[src/rtl/spi_phy_arb_if.sv]
// Bundle of client, PHY and grant signals shared between the two SPI clients,
// the arbiter and the PHY.
interface spi_phy_arb_if #(
  parameter int unsigned WIDTH = 8
);
  logic             i_req0;
  logic             i_req1;
  logic             o_gnt0;
  logic             o_gnt1;
  logic             i_wr0;
  logic             i_wr1;
  logic [WIDTH-1:0] i_wdata0;
  logic [WIDTH-1:0] i_wdata1;
  logic             o_bsy0;
  logic             o_bsy1;
  logic             i_rd0;
  logic             i_rd1;
  logic [WIDTH-1:0] o_rdata0;
  logic [WIDTH-1:0] o_rdata1;
  logic             o_rdy0;
  logic             o_rdy1;
  logic             o_phy_wr;
  logic [WIDTH-1:0] o_phy_wdata;
  logic             i_phy_bsy;
  logic             o_phy_rd;
  logic [WIDTH-1:0] i_phy_rdata;
  logic             i_phy_rdy;

  modport slave (
    input  i_req0, i_req1, i_wr0, i_wr1, i_wdata0, i_wdata1, i_rd0, i_rd1,
    input  i_phy_bsy, i_phy_rdata, i_phy_rdy,
    output o_gnt0, o_gnt1, o_bsy0, o_bsy1, o_rdata0, o_rdata1, o_rdy0, o_rdy1,
    output o_phy_wr, o_phy_wdata, o_phy_rd
  );

  modport master (
    output i_req0, i_req1, i_wr0, i_wr1, i_wdata0, i_wdata1, i_rd0, i_rd1,
    output i_phy_bsy, i_phy_rdata, i_phy_rdy,
    input  o_gnt0, o_gnt1, o_bsy0, o_bsy1, o_rdata0, o_rdata1, o_rdy0, o_rdy1,
    input  o_phy_wr, o_phy_wdata, o_phy_rd
  );
endinterface

[src/rtl/spi_phy_arb.sv]
// Two-client round-robin arbiter for one SPI PHY. The owner is wired straight
// through to the PHY; on release the PHY is drained so no byte leaks across owners.
module spi_phy_arb #(
  parameter int unsigned WIDTH = 8
) (
  input  logic          i_clk,
  input  logic          i_rst_n,
  spi_phy_arb_if.slave  bus
);

  localparam logic [1:0] S_IDLE  = 2'd0;
  localparam logic [1:0] S_OWN0  = 2'd1;
  localparam logic [1:0] S_OWN1  = 2'd2;
  localparam logic [1:0] S_DRAIN = 2'd3;

  logic [1:0]       state_q, state_d;
  logic             last_q, last_d;
  logic [WIDTH-1:0] phy_wdata_c, rdata0_c, rdata1_c;

  // State register; last_q remembers the most recently served client.
  always_ff @(posedge i_clk) begin
    if (!i_rst_n) begin
      state_q <= S_IDLE;
      last_q  <= 1'b1;
    end else begin
      state_q <= state_d;
      last_q  <= last_d;
    end
  end

  always_comb begin
    state_d         = state_q;
    last_d          = last_q;
    bus.o_gnt0      = 1'b0;
    bus.o_gnt1      = 1'b0;
    bus.o_phy_wr    = 1'b0;
    phy_wdata_c     = '0;
    bus.o_phy_rd    = 1'b0;
    bus.o_bsy0      = 1'b1;
    bus.o_bsy1      = 1'b1;
    bus.o_rdy0      = 1'b0;
    bus.o_rdy1      = 1'b0;
    rdata0_c        = '0;
    rdata1_c        = '0;

    case (state_q)
      S_IDLE: begin
        // A grant is only issued once the PHY has gone quiet.
        if (!bus.i_phy_bsy) begin
          if (bus.i_req0 && bus.i_req1) begin
            state_d = last_q ? S_OWN0 : S_OWN1;
          end else if (bus.i_req0) begin
            state_d = S_OWN0;
          end else if (bus.i_req1) begin
            state_d = S_OWN1;
          end
        end
      end

      S_OWN0: begin
        bus.o_gnt0   = 1'b1;
        bus.o_phy_wr = bus.i_wr0;
        phy_wdata_c  = bus.i_wdata0;
        bus.o_phy_rd = bus.i_rd0;
        bus.o_bsy0   = bus.i_phy_bsy;
        bus.o_rdy0   = bus.i_phy_rdy;
        rdata0_c     = bus.i_phy_rdata;
        if (!bus.i_req0) begin
          state_d = S_DRAIN;
          last_d  = 1'b0;
        end
      end

      S_OWN1: begin
        bus.o_gnt1   = 1'b1;
        bus.o_phy_wr = bus.i_wr1;
        phy_wdata_c  = bus.i_wdata1;
        bus.o_phy_rd = bus.i_rd1;
        bus.o_bsy1   = bus.i_phy_bsy;
        bus.o_rdy1   = bus.i_phy_rdy;
        rdata1_c     = bus.i_phy_rdata;
        if (!bus.i_req1) begin
          state_d = S_DRAIN;
          last_d  = 1'b1;
        end
      end

      S_DRAIN: begin
        // Keep the releasing client granted and busy; acknowledge any stale byte.
        bus.o_gnt0   = !last_q;
        bus.o_gnt1   = last_q;
        bus.o_phy_rd = bus.i_phy_rdy;
        if (!bus.i_phy_bsy && !bus.i_phy_rdy) begin
          state_d = S_IDLE;
        end
      end

      default: state_d = S_IDLE;
    endcase
  end

  assign bus.o_phy_wdata = phy_wdata_c;
  assign bus.o_rdata0    = rdata0_c;
  assign bus.o_rdata1    = rdata1_c;

endmodule

[src/flat_wrapper.sv]
// flat-port wrapper written by rule: the top's interface ports become plain ports
module spi_phy_arb_flat 
#(
  parameter int unsigned WIDTH = 8
)
  (i_clk, i_rst_n, bus_i_req0, bus_i_req1, bus_i_wr0, bus_i_wr1, bus_i_wdata0, bus_i_wdata1, bus_i_rd0, bus_i_rd1, bus_i_phy_bsy, bus_i_phy_rdata, bus_i_phy_rdy, bus_o_gnt0, bus_o_gnt1, bus_o_bsy0, bus_o_bsy1, bus_o_rdata0, bus_o_rdata1, bus_o_rdy0, bus_o_rdy1, bus_o_phy_wr, bus_o_phy_wdata, bus_o_phy_rd);
  spi_phy_arb_if #(.WIDTH(WIDTH)) bus_i ();
  input  logic i_clk;
  input  logic i_rst_n;
  input wire logic [$bits(bus_i.i_req0)-1:0] bus_i_req0;
  input wire logic [$bits(bus_i.i_req1)-1:0] bus_i_req1;
  input wire logic [$bits(bus_i.i_wr0)-1:0] bus_i_wr0;
  input wire logic [$bits(bus_i.i_wr1)-1:0] bus_i_wr1;
  input wire logic [$bits(bus_i.i_wdata0)-1:0] bus_i_wdata0;
  input wire logic [$bits(bus_i.i_wdata1)-1:0] bus_i_wdata1;
  input wire logic [$bits(bus_i.i_rd0)-1:0] bus_i_rd0;
  input wire logic [$bits(bus_i.i_rd1)-1:0] bus_i_rd1;
  input wire logic [$bits(bus_i.i_phy_bsy)-1:0] bus_i_phy_bsy;
  input wire logic [$bits(bus_i.i_phy_rdata)-1:0] bus_i_phy_rdata;
  input wire logic [$bits(bus_i.i_phy_rdy)-1:0] bus_i_phy_rdy;
  output wire logic [$bits(bus_i.o_gnt0)-1:0] bus_o_gnt0;
  output wire logic [$bits(bus_i.o_gnt1)-1:0] bus_o_gnt1;
  output wire logic [$bits(bus_i.o_bsy0)-1:0] bus_o_bsy0;
  output wire logic [$bits(bus_i.o_bsy1)-1:0] bus_o_bsy1;
  output wire logic [$bits(bus_i.o_rdata0)-1:0] bus_o_rdata0;
  output wire logic [$bits(bus_i.o_rdata1)-1:0] bus_o_rdata1;
  output wire logic [$bits(bus_i.o_rdy0)-1:0] bus_o_rdy0;
  output wire logic [$bits(bus_i.o_rdy1)-1:0] bus_o_rdy1;
  output wire logic [$bits(bus_i.o_phy_wr)-1:0] bus_o_phy_wr;
  output wire logic [$bits(bus_i.o_phy_wdata)-1:0] bus_o_phy_wdata;
  output wire logic [$bits(bus_i.o_phy_rd)-1:0] bus_o_phy_rd;
  assign bus_i.i_req0 = bus_i_req0;
  assign bus_i.i_req1 = bus_i_req1;
  assign bus_i.i_wr0 = bus_i_wr0;
  assign bus_i.i_wr1 = bus_i_wr1;
  assign bus_i.i_wdata0 = bus_i_wdata0;
  assign bus_i.i_wdata1 = bus_i_wdata1;
  assign bus_i.i_rd0 = bus_i_rd0;
  assign bus_i.i_rd1 = bus_i_rd1;
  assign bus_i.i_phy_bsy = bus_i_phy_bsy;
  assign bus_i.i_phy_rdata = bus_i_phy_rdata;
  assign bus_i.i_phy_rdy = bus_i_phy_rdy;
  assign bus_o_gnt0 = bus_i.o_gnt0;
  assign bus_o_gnt1 = bus_i.o_gnt1;
  assign bus_o_bsy0 = bus_i.o_bsy0;
  assign bus_o_bsy1 = bus_i.o_bsy1;
  assign bus_o_rdata0 = bus_i.o_rdata0;
  assign bus_o_rdata1 = bus_i.o_rdata1;
  assign bus_o_rdy0 = bus_i.o_rdy0;
  assign bus_o_rdy1 = bus_i.o_rdy1;
  assign bus_o_phy_wr = bus_i.o_phy_wr;
  assign bus_o_phy_wdata = bus_i.o_phy_wdata;
  assign bus_o_phy_rd = bus_i.o_phy_rd;
  spi_phy_arb #(.WIDTH(WIDTH)) u_core (.i_clk(i_clk), .i_rst_n(i_rst_n), .bus(bus_i));
endmodule
[config.mk]
export PLATFORM = sky130hd
export DESIGN_NAME = spi_phy_arb_flat
export DESIGN_NICKNAME = d
export VERILOG_FILES = /design/src/rtl/spi_phy_arb_if.sv /design/src/rtl/spi_phy_arb.sv /design/src/flat_wrapper.sv
export SDC_FILE = /design/constraint.sdc
export NUM_CORES = 1
export LEC_CHECK = 0
export ABC_AREA = 1
export CORE_MARGIN = 2
export CORE_UTILIZATION = 28
export CTS_BUF_LIST = sky130_fd_sc_hd__clkbuf_4 sky130_fd_sc_hd__clkbuf_8 sky130_fd_sc_hd__clkbuf_16
export DETAILED_ROUTE_END_ITERATION = 12
export PLACE_DENSITY = 0.8
export SYNTH_ARGS = -nofsm -noshare
export SYNTH_HDL_FRONTEND = slang
export SYNTH_SLANG_ARGS = --single-unit
[constraint.sdc]
create_clock -name i_clk -period 1.9 [get_ports i_clk]
set_input_delay 0.38 -clock i_clk [delete_from_list [all_inputs] [get_ports i_clk]]
set_output_delay 0.38 -clock i_clk [all_outputs]
set_load 0.05 [all_outputs]
==> results of run 1 <==
==> critical path, delay by kind of cell <==
family | cells | cell delay [ps]
buffers and inverters | 3 | 770
AOI/OAI and AO/OA | 1 | 230
and+or+nand+nor | 1 | 70
==> cells by family (layout without fill, tap and decap cells) <==
family / Yosys count / after routing / share of synthesized area [%]
and+or+nand+nor: 68 / 68 / 44.9
buffers and inverters: 31 / 104 / 21.2
AOI/OAI and AO/OA: 13 / 13 / 11.7
adders and majority gates: 6 / 6 / 12.3
DFF: 3 / 3 / 9.88
==> per-stage QoR <==
step	utilization (%)	hold WS (ps)
after detailed placement	81.9	534
after global routing	85.8	559
after floorplan	-	479
after CTS	84.9	541
final	85.8	556
after global placement	81.9	501
==> worst paths after layout <==
check	slack [ps]	to	cells past startpoint
setup / recovery	70	bus_o_phy_rd	5
hold / removal	560	u_core.last_q	2
hold reg to reg	560	u_core.last_q	2
setup reg to reg	430	u_core.state_q[1]	9
==> metal layers <==
metal	GRT usage [%]	up-vias	wire length (µm)
li1	-	498	-
met5	0	-	0
met1	25.7	465	1070
met4	4.50	0	21
met2	43.0	51	1530
met3	6.25	4	216
==> cell usage after synthesis (all sizes together) <==
| cell type | instances | area [µm²] |
|---|---|---|
| o211ai | 1 | 7.51 |
| nand2 | 58 | 223 |
| a31o | 1 | 8.76 |
| a21oi | 9 | 45.0 |
| nand3 | 2 | 10.0 |
| buf | 4 | 27.5 |
| or2 | 1 | 6.26 |
| inv | 27 | 101 |
| dfxtp | 3 | 60.1 |
| o21ai | 2 | 10.0 |
| ha | 6 | 75.1 |
| nor2 | 7 | 33.8 |
==> sequential cells by signal, summed over array words and instances (netlist names) <==
| register | cells |
|---|---|
| u_core.last_q | 1 |
| u_core.state_q | 2 |
==> what timing repair did <==
action | in CTS | in global routing
gates resized for setup | 7 | 3
setup endpoints to repair | 28 | 18
pin swaps | 0 | 1
buffers inserted | 0 | 2
==> layout make-up <==
class / instances / area (µm²)
sequential: 3 / 62.6
multi-input combinational: 87 / 478
inverter: 27 / 106
clock buffer: 4 / 30.0
timing repair buffer: 73 / 1010
fill: 107 / 285
tap: 27 / 33.8
==> power groups by stage <==
stage | sequential (mW) | clock (mW) | combinational [mW]
after global routing | 0.130 | 0.147 | 2.01
after global placement | 0.108 | 0 | 1.80
after CTS | 0.121 | 0.128 | 1.89
after detailed placement | 0.111 | 0 | 1.84
after floorplan | 0.104 | 0 | 0.998
final | 0.128 | 0.129 | 1.91
==> metrics, run 1 <==
status finished clean; worst-path fanout max 4; IO buf count 65; post-layout minimum cycle time 1830 ps; Detail Placement HPWL 2380 µm; Critical Path Start bus_i_phy_rdy; worst vdd ir 0.920 mV; largest net degree at the start of global routing 11; initial core utilization 30.4%; max frequency 547 MHz; routed wire length per instance 12.8 µm; PD cells 1260 nW/µm²; Worst-Skew Late Latency 230 ps; leakage power 0.856 nW; Rel. slew slack 88.9%; initial antenna violation count 0; Setup Slack @ Placement 73.0 ps; IO Pins 66; Synth Register Bits 3; cts bufs inserted 3; Root Driver clkbuf_4; combinational power share 88.1%; CP Class in2out; actual slew at the worst max-slew pin 165 ps; Mapped Nets 161; clock buffer depth 2; dpl cells 215; sequential share of the synthesized area 9.88%; gr usage total 22.9%; Critical Path Sink Type output pin; Syn Area/Cell 5.03 µm²; Layout Cells excl Fill 221; Net Sw Frac 53.2%; most common cell after layout, fill and taps aside nand2_1; drt total wl 2840 µm; period utilization 96.3%; DRC Markers 0; Critical Path RT 1520 ps; drt first pass iters 4; die area 2560 µm²; Sw Pwr 1.15 mW; Clock transition at path regs 40 ps; Critical Path AT 1450 ps; Clock Sinks 3; final net count 235; Die X 50.6 µm; Power, Total 2.17 mW; setup TNS 0 ps; vias 1,018; most frequent cells in the layout 56 x nand2_1, 33 x clkdlybuf4s50_1, 30 x buf_12, 24 x inv_1, 10 x buf_4; vias in the first global route 962; max-slew violation count 0; Via density 4.61; Critical-path top delay cell clkdlybuf4s50_1; worst-path cell chain clkdlybuf4s50_1 -> nand2_1 -> a31o_2 -> inv_1 -> buf_12; post-route ant nets 0; synthesized cell area 608 µm²; DR iter-0 viols 32; MaxCap Viol Count 0; Routability Congestion 0.783; FF-to-FF Start u_core.state_q[0]; fin area 1720 µm²; final worst slack 70.6 ps; Hold Vio Cnt, Final 0; crit start category input pin; HP Class reg2reg; slowest stage delay, CP 540 ps; Setup Skew 8.94 ps; Syn Inst Count 121; CTS tree built; Rows 16; clock network power share 5.9%; Syn-to-layout area delta 182%; Cell variety after synth 16; YS warnings 0; beginning of the worst hold path u_core.last_q; register share of total power 5.9%; Clock H-tree levels 1; GRT overflow 0; placed cell area 1640 µm²; core area 2000 µm²; first-pass GRT wire length 4620 µm; final setup fails 0; share of layout cells above drive strength 1 34.0%; Int Power 1.01 mW; Die Span Y 50.6 µm; hold buffer count at CTS 0; ANT cells 0
(Power assumes the default switching activity.)
==> run 2, diff against run 1 <==
Settings changed: REMOVE_ABC_BUFFERS set to 1.
==> run 2 against run 1 <==
Compared with the run above:
- first-iteration DRC count down 28%
- combinational power about the same
- global-route usage up 0.82 points
- register-to-register slack worse by 20 ps
- fmax down 1.0%
- die area unchanged
- sequential power about the same
- non-clock buffer count down 1
==> metrics, run 2 (same netlist as run 1, synthesis figures left out) <==
Clock Sinks 3; post-route ant nets 0; Layout Cells excl Fill 220; final net count 234; Clock H-tree levels 1; Detail Placement HPWL 2370 µm; cts bufs inserted 3; largest net degree at the start of global routing 15; r2r worst-path depth 7; number of cells on the worst hold path 2; Die Span Y 50.6 µm; initial core utilization 30.4%; drt first pass iters 4; hold buffer count at CTS 0; final worst slack 51.6 ps; DR iter-0 viols 23; drt total wl 3210 µm; ANT cells 0; Power, Total 2.17 mW; setup TNS 0 ps; routed wire length per instance 14.6 µm; Clock transition at path regs 40 ps; gr usage total 23.8%; worst-path fanout max 7; Via density 4.60; HP Class reg2reg; CTS tree built; post-layout minimum cycle time 1850 ps; die area 2560 µm²; worst hold path endpoint u_core.last_q; Root Driver clkbuf_4; placed cell area 1600 µm²; status finished clean; worst vdd ir 0.908 mV; Worst-Skew Late Latency 240 ps; vias in the first global route 1,021; final setup fails 0; initial antenna violation count 0; vias 1,011; Rows 16; most frequent cells in the layout 56 x nand2_1, 33 x clkdlybuf4s50_1, 30 x buf_12, 23 x inv_1, 9 x a21oi_2; CP Class reg2out; beginning of the worst hold path u_core.last_q; max frequency 541 MHz; clock buffer depth 2; Reg-to-Reg End u_core.state_q[0]; leakage power 0.850 nW; r2r setup slk 410 ps; FF-to-FF Start u_core.state_q[1]; Routability Congestion 0.816; Largest register FFs 2; Critical Path RT 1520 ps; Hold Vio Cnt, Final 0; Largest Register u_core.state_q; share of layout cells above drive strength 1 34.2%; IO buf count 65; actual slew at the worst max-slew pin 252 ps; Critical Path Sink Type output pin; most common cell after layout, fill and taps aside nand2_1; IO Pins 66; GRT overflow 0; Setup Skew 10.0 ps; RSZ-0062 raised after global routing true; MaxCap Viol Count 0; max-slew violation count 0; core area 2000 µm²; Regs by FF count u_core.state_q x2, u_core.last_q x1; PD cells 1260 nW/µm²; dpl cells 214; Syn-to-layout area delta 183%; Critical Path AT 1470 ps; DRC Markers 0; Rel. slew slack 83.2%; Die X 50.6 µm; Setup Slack @ Placement 137 ps; fin area 1720 µm²; first-pass GRT wire length 4670 µm; crit start category flop; period utilization 97.3%
-- run 2: power breakdown --
| part | total, mW | internal, mW | switching, mW |
|---|---|---|---|
| clock | 0.130 | 0.0932 | 0.0370 |
| sequential | 0.128 | 0.0929 | 0.0355 |
| combinational | 1.91 | 0.816 | 1.10 |
-- run 2: timing repair --
item                                    in CTS  in global routing
endpoints found under the setup margin      19                 19
buffers inserted                             1                  0
pin swaps                                    0                  1
cloned                                       0                  1
gates resized for setup                     12                 12
-- run 2: through the flow --
stage	utilization [%]	hold slack [ps]
floorplan	-	479
global placement	79.8	501
detailed placement	79.8	540
CTS	83.4	541
global route	85.9	604
finish	85.9	601
-- run 2: how the worst max path moves through the flow --
stage	endpoint	slack (ps)	startpoint
floorplan	bus_o_phy_wdata[3]	-290	u_core.state_q[0]
global placement	bus_o_phy_rd	170	bus_i_phy_rdy
detailed placement	bus_o_phy_rd	140	bus_i_phy_rdy
CTS	bus_o_phy_wdata[2]	-1	u_core.state_q[1]
global route	bus_o_phy_wdata[1]	-20	u_core.state_q[1]
finish	bus_o_phy_rd	50	u_core.state_q[1]
-- run 2: layout make-up --
class,instances,area (µm²)
clock buffers,4,30.0
multi-input cells,87,478
well taps,27,33.8
fillers,102,282
inverters,27,104
repair buffers,72,1010
flip-flops and latches,3,65.1
-- run 2: worst max-delay path, cell delays in order, from the launching register on --
cell and delay (ps):
dfxtp_2 350, inv_2 110, ha_4 150, buf_6 130, nand2_1 80, a31o_2 220, inv_2 70, buf_12 130
-- run 2: routing by layer --
metal,share of wire [%],global-route usage [%],vias to the layer above
met3,6.5,5.36,6
met5,0,0,-
met2,56,45.4,42
met4,1.6,9.01,0
met1,36,24.8,465
li1,-,-,498
==> run 3, diff against run 2 <==
Settings changed: CAP_MARGIN set to 25.
==> results of run 3 <==
Final layout, timing and power as in run 2 (identical DEF).
